## src/rtl/types.sv

```systemverilog
// rtl/types.sv - geometry widths and line record shared with the edge-function stages
package types;

  localparam int LINE_BITS   = 11;
  localparam int THRESH_BITS = 10;
  localparam int WORD_BITS   = (LINE_BITS > THRESH_BITS) ? LINE_BITS : THRESH_BITS;

  typedef struct packed {
    logic [LINE_BITS-1:0] x0;
    logic [LINE_BITS-1:0] y0;
    logic [LINE_BITS-1:0] x1;
    logic [LINE_BITS-1:0] y1;
  } line_t;

endpackage

```

## src/rtl/line_store.sv

```systemverilog
// rtl/line_store.sv - double-buffered line set and threshold, swapped at frame start
module line_store
  import types::*;
#(
  parameter int NUM_LINES = 12
) (
  input  logic                        clk_i,
  input  logic                        rst_ni,
  input  logic                        wr_valid_i,
  output logic                        wr_ready_o,
  input  logic                        wr_first_i,
  input  logic [types::WORD_BITS-1:0] wr_data_i,
  input  logic                        frame_start_i,
  output types::line_t                lines_o [NUM_LINES],
  output logic [types::THRESH_BITS-1:0] thresh_o,
  output logic                        pending_o,
  output logic                        swap_o
);

  localparam int FRAME_WORDS = 4 * NUM_LINES + 1;
  localparam int IDX_BITS    = $clog2(FRAME_WORDS + 1);
  localparam logic [IDX_BITS-1:0] LAST_IDX = IDX_BITS'(FRAME_WORDS - 1);

  typedef enum logic {
    ST_LOAD,
    ST_PENDING
  } state_t;

  state_t                 state_q, state_d;
  logic [IDX_BITS-1:0]    idx_q, idx_d;
  logic [IDX_BITS-1:0]    wr_idx;
  logic                   shadow_we;
  logic                   swap_d;
  logic [WORD_BITS-1:0]   shadow [FRAME_WORDS];

  always_comb begin
    state_d   = state_q;
    idx_d     = idx_q;
    wr_idx    = idx_q;
    shadow_we = 1'b0;
    swap_d    = 1'b0;
    unique case (state_q)
      ST_LOAD: begin
        // frame_start_i is deliberately ignored here, including on the last word
        if (wr_valid_i && wr_ready_o) begin
          shadow_we = 1'b1;
          if (wr_first_i) begin
            wr_idx = '0;
            idx_d  = IDX_BITS'(1);
          end else begin
            idx_d = idx_q + IDX_BITS'(1);
            if (idx_q == LAST_IDX) state_d = ST_PENDING;
          end
        end
      end
      ST_PENDING: begin
        if (frame_start_i) begin
          state_d = ST_LOAD;
          idx_d   = '0;
          swap_d  = 1'b1;
        end
      end
      default: state_d = ST_LOAD;
    endcase
  end

  always_ff @(posedge clk_i or negedge rst_ni) begin
    if (!rst_ni) begin
      state_q    <= ST_LOAD;
      idx_q      <= '0;
      wr_ready_o <= 1'b1;
      pending_o  <= 1'b0;
      swap_o     <= 1'b0;
    end else begin
      state_q    <= state_d;
      idx_q      <= idx_d;
      wr_ready_o <= (state_d == ST_LOAD) && !swap_d;
      pending_o  <= (state_d == ST_PENDING);
      swap_o     <= swap_d;
    end
  end

  // Shadow contents are only observable after a complete load, so no reset
  always_ff @(posedge clk_i) begin
    if (shadow_we) shadow[wr_idx] <= wr_data_i;
  end

  always_ff @(posedge clk_i or negedge rst_ni) begin
    if (!rst_ni) begin
      for (int k = 0; k < NUM_LINES; k++) lines_o[k] <= '0;
      thresh_o <= '0;
    end else if (swap_d) begin
      for (int k = 0; k < NUM_LINES; k++) begin
        lines_o[k].x0 <= shadow[4*k+0][LINE_BITS-1:0];
        lines_o[k].y0 <= shadow[4*k+1][LINE_BITS-1:0];
        lines_o[k].x1 <= shadow[4*k+2][LINE_BITS-1:0];
        lines_o[k].y1 <= shadow[4*k+3][LINE_BITS-1:0];
      end
      thresh_o <= shadow[FRAME_WORDS-1][THRESH_BITS-1:0];
    end
  end

endmodule
```

## config.mk

```make
export PLATFORM = sky130hd
export DESIGN_NAME = line_store
export DESIGN_NICKNAME = d
export VERILOG_FILES = /design/src/rtl/types.sv /design/src/rtl/line_store.sv
export SDC_FILE = /design/constraint.sdc
export NUM_CORES = 1
export LEC_CHECK = 0
export ABC_CLOCK_PERIOD_IN_PS = 2500
export BUFFER_PORTS_ARGS = -buffer_cell sky130_fd_sc_hd__buf_2
export CAP_MARGIN = 40
export CORE_MARGIN = 3
export CORE_UTILIZATION = 51
export DETAILED_ROUTE_END_ITERATION = 12
export PLACE_DENSITY = 0.75
export SYNTH_ARGS = -nofsm -noshare
export SYNTH_HDL_FRONTEND = slang
export SYNTH_SLANG_ARGS = --single-unit
```

## constraint.sdc

```tcl
create_clock -name clk_i -period 2.5 [get_ports clk_i]
set_input_delay 0.25 -clock clk_i [delete_from_list [all_inputs] [get_ports clk_i]]
set_output_delay 0.25 -clock clk_i [all_outputs]
set_load 0.005 [all_outputs]
```

After elaboration in Yosys (flattened, before gate mapping). Memories as Yosys holds them, arrays and structs flattened. A register that Yosys moved wholly into a read port is not among the register bits. Cells that the tools add are included.

Flip-flop bits (word level): 9. Bits in latches: 0. RAM bits: 539. Memory bits (read-only): 0. Output and inout bits: 541. Word-level logic and storage cells: 82. Memories kept: 1.

Memory list: shadow (words 49, width 11, rd ports 49, clocked after Yosys merged registers in 49, wr ports 1, RTL line line_store.sv:34) `logic [WORD_BITS-1:0] shadow [FRAME_WORDS];`.

$add $sub $neg: 1. Multiply operators: 0. Div/mod/pow operators: 0. Order comparisons: 0. Equal/unequal tests: 3. Shifts and indexed selects: 0. Muxes and demuxes: 18. Bitwise logic cells: 2. Reduce and logical (&&, ||, !) cells: 53.

Operators with widths (count): logical NOT 1 bit (50); two-way mux 6 bit (6); case mux 6 bit (2 select lines) (1); two-way mux 1 bit (10); adder 6 x 1 -> 6 bit, second input constant (1); == test 6 bit, second input constant (1); inequality test 2 bit, second input constant (2); logical AND 1 bit (2); NOT 1 bit (2); case mux 1 bit (2 select lines) (1); AND reduction 2 bit (1).

Longest topological paths before layout.
Word-level depth: 7. Mapped depth: 7. Depth with buffers taken out: 5.

Worst setup path before layout. No wires, ideal clock.

Kind: reg-to-reg. Start: register wr_ready_o. End: memory shadow[4][0] (netlist name) (enable). Setup time: 408 ps. Arrival time: 2159 ps. Data required time: 2092 ps. Setup slack: -67 ps. Cell stages (with the launch flop): 5. Path buffers: 1. Period minus slack after synthesis: 2567 ps. Cell sequence: dfstp_2 -> and3b_1 -> buf_4 -> a21oi_2 -> nor4_1.

Word-level cells in the longest chain between the ends: 5.

RTL lines: from (decl) (RTL line line_store.sv:10) `output logic wr_ready_o,`; from (signal assigned) (RTL line line_store.sv:77) `wr_ready_o <= (state_d == ST_LOAD) && !swap_d;`; logical AND 1 bit * (RTL line line_store.sv:45) `if (wr_valid_i && wr_ready_o) begin`; two-way mux 1 bit (RTL line line_store.sv:45); two-way mux 1 bit (RTL line line_store.sv:42) `unique case (state_q)`; two-way mux 1 bit (RTL line line_store.sv:85) `if (shadow_we) shadow[wr_idx] <= wr_data_i;`; two-way mux 1 bit (not written as such) (RTL line line_store.sv:85); to (decl) (RTL line line_store.sv:34).

Every way passes the cells marked *; elsewhere a longest branch is shown, timed or not.

Worst setup path after layout.
Start: register state_q. End: memory shadow[32][5] (netlist name) (enable).

Word-level cells in the longest chain between the ends: 3.

RTL lines: from (decl) (RTL line line_store.sv:29) `state_t state_q, state_d;`; from (signal assigned) (RTL line line_store.sv:75) `state_q <= state_d;`; two-way mux 1 bit (RTL line line_store.sv:42); two-way mux 1 bit (RTL line line_store.sv:85); two-way mux 1 bit (not written as such) (RTL line line_store.sv:85).

Parallel ways exist; a longest one is shown, timed or not.

==> out/results.txt <==
Run status: complete, no violations
Post-Synthesis Cells: 2941
Worst setup margin: 0.2678 ns
Number of global-route vias before repair: 24482
CTS Sinks: 1085
Post-CTS Setup Inserts: 0
Power share of the clock group: 41.7%
Seq/Total Area, Yosys: 80.15%
Worst Clk Skew: 0.02669 ns
Vias: 24525
Site Rows: 98
Crit path DAT: 2.57 ns
Cell area after layout: 0.04530 mm2
CP delay by family, top: simple AND/OR/NAND/NOR gates
Maximum VDD drop: 0.5235 mV
DP HPWL: 66580 um
Cell Pwr Density: 833.8 mW/mm2
Final GP Congestion: 0.8393
Critical Path Fanout Max: 11
Synth-to-Final Area Change: 21.66%
Gr ovfl total: 0
Fin crit share: 89.29%
Hold depth: 1
Die width: 276.2 um
# IOs: 557
Post-Syn Area: 0.03724 mm2
Core Region: 0.07185 mm2
Layout cells sized above 1: 23.41%
RSZ-0062 raised after global routing: no
Slew @ Worst Pin: 0.9630 ns
Fraction of registers with async set/reset: 50.41%
Pins over their slew limit: 0
Pint: 29.30 mW
Sequential power share: 52.9%
Root Driver: clkbuf_16
Yosys Warn Count: 0
CP endpoint kind: flip-flop
Critical Path Start: state_q
DRT iter0 DRCs: 2471
Sw power: 8.470 mW
Hold_sp: wr_data_i[7]
Maximum clock insertion buffer count: 3
Net Count, Synth: 2959
Wirelength per Cell: 22.30 um
Max incr delay on CP: 0.48 ns
Global-route wire length before repair: 154200 um
# DRC: 0
Setup-failing EPs final: 0
1st-pass router iterations: 5
Cts repair resizes: 0
Initial antenna violation count: 3
Mapped Avg Cell Area: 12.66 um2
Crit path buf inv count: 2
Sink of the worst hold path: shadow[25][7]
Clk_lat worst skew: 0.65 ns
Slowest CP cell: dfrtp_1
CP Cell Sequence: and3b_1 -> buf_4 -> nand4_2 -> nor3_2 -> buf_4
Fin. Hold Viols: 0
H-tree depth: 3
Crit Path Category: reg2reg
Distinct cells, synth: 46
Required @ worst endpoint: 2.84 ns
Post-DR vias/cell: 5.294
Total length of routed wires: 103300 um
Die Height: 276.2 um
Clock buffer count from CTS: 104
Post-synth EDFFs: 538
Worst rel slew slack: 35.80%
Port Buffers: 556
Most frequent CP cell: buf_4
Antenna Nets Post-Route: 0
Comb pwr share: 5.4%
Min-Delay Path Class: in2reg
Worst reg-to-reg setup slack: 0.27 ns
Max Cap Violations: 0
Total GRT Usage: 26.81%
CTS tree: built
Nets@finish: 3608
Fmax: 448.0 MHz
DP Area: 0.04179 mm2
Ys flop type: dfrtp_1
Die area: 0.07629 mm2
R2R Path Start: state_q
Net Sw Frac: 22.42%
Fin Hold WS: 0.1063 ns
Dpl ws: 0.2640 ns
Initial core utilization: 51.82%
Clock slew at reported path FFs: 0.06 ns
FF-to-FF End: shadow[32][5]
Lkg Pwr: 21.82 nW
Min Tclk post-route: 2.232 ns
R2R depth: 5
Post-route setup TNS: 0 ns
Critical path startpoint category: flip-flop
Largest net degree at the start of global routing: 211
Synth Register Bits: 1085
worst register-to-register path: cells and delay by family (launching register included):
kind                   cells  cell delay [ns]
buffers and inverters      2             0.44
AND/OR/NAND/NOR            3             1.01
flip-flops                 1             0.48
cells in the final DEF (no fill, tap or decap), types with 2 or more instances in the layout:
| cell | instances |
|---|---|
| nand2_1 | 1619 |
| buf_2 | 555 |
| dfrtp_1 | 546 |
| edfxtp_1 | 538 |
| clkbuf_16 | 107 |
| buf_4 | 91 |
| clkbuf_1 | 29 |
| nor2_1 | 28 |
| clkinv_2 | 19 |
| buf_12 | 19 |
| nor3_2 | 17 |
| clkinv_1 | 12 |
| clkbuf_8 | 12 |
| nand3_1 | 9 |
| bufinv_16 | 8 |
| inv_1 | 6 |
| dlygate4sd3_1 | 5 |
| nor4_2 | 4 |
| clkinv_4 | 4 |
| a22o_1 | 3 |
| nor2b_1 | 2 |
| nand4_2 | 2 |
| nand4_1 | 2 |
| nand3_2 | 2 |
| nand3b_1 | 2 |
| a21oi_2 | 2 |
| nor3b_1 | 2 |
| and2_1 | 2 |
| a21oi_1 | 2 |
| ha_1 | 2 |
| inv_6 | 2 |
| clkinv_8 | 2 |
| clkinvlp_4 | 2 |
cell families (layout without fill, tap and decap cells):
| logic type | count (synthesis) | after routing | share of synthesized area, % |
|---|---|---|---|
| and+or+nand+nor | 1703 | 1703 | 17.66 |
| DFF | 1085 | 1085 | 80.15 |
| buffers and inverters | 135 | 876 | 1.794 |
| AOI/OAI and AO/OA | 14 | 14 | 0.2856 |
| adders and majority gates | 2 | 2 | 0.06719 |
| xor gates and xnor gates | 2 | 2 | 0.04705 |
| other | 0 | 1 | 0 |
per-layer routing:
layer	share of wire, %	GRT usage (%)	vias up	wire [um]
li1	-	-	10811	-
met1	39	36.24	12308	40590
met2	49	43.36	1162	50200
met3	7.7	4.551	244	7913
met4	4.5	11.75	0	4633
met5	0	0	-	0
power by group through the flow:
stage	Sequential, mW	Clock (mW)	Combinational, mW
2_1_floorplan	20.2	0	0.577
3_3_place_gp	20.3	0	1.99
3_5_place_dp	20.3	0	2.05
4_1_cts	20.0	16.0	2.08
5_1_grt	20.0	16.7	2.26
6_report	20.0	15.8	2.03
flip-flops by register name (all words and copies together), names as in the netlist:
register and count:
shadow 538, lines_o 528, wr_ready_o 1, swap_o 1
state_q 1, thresh_o 10, idx_q 6
how the worst max path moves through the flow:
stage | cells after the start | end
after floorplan | 4 | shadow[4][0]
after global placement | 5 | shadow[38][7]
after detailed placement | 5 | shadow[32][6]
after CTS | 5 | shadow[32][6]
after global routing | 5 | shadow[36][6]
final | 5 | shadow[32][5]
cell type report:
class | instances | area, um2
clock buffer | 148 | 2952
inverter | 7 | 33.78
multi-input combinational | 1721 | 6865
antenna | 1 | 2.502
tap | 950 | 1189
sequential | 1085 | 29840
timing repair buffer | 671 | 3906
clock inverter | 50 | 510.5
fill | 5350 | 26550
synthesized netlist by cell type, drive strengths merged, types with 2 or more instances:
master  number  area share [%]
clkbuf      33            0.33
edfxtp     538              43
nor3        17            0.23
nor4         4           0.067
and2         2           0.034
ha           2           0.067
inv          7           0.071
nor2b        2           0.034
o21ai        2           0.037
nand3b       2           0.040
nand4        5            0.16
a21oi        4           0.074
buf         95             1.4
dfrtp      546              37
nor2        29            0.29
nor3b        3           0.074
a22o         3           0.071
nand2     1620              16
nand3       11            0.17
through the flow:
stage          std cells  power [mW]  util, %
2_1_floorplan       2941       20.77        -
3_3_place_gp        4429       22.31    58.16
3_5_place_dp        4429       22.37    58.16
4_1_cts             4632       38.04    63.05
5_1_grt             4632       39.00    63.05
6_report            4633       37.77    63.05
repair_timing:
action,in CTS,in global routing
setup endpoints to repair,0,0
hold endpoints to repair,58,0
hold buffers,5,0
(Power assumes the default switching activity.)
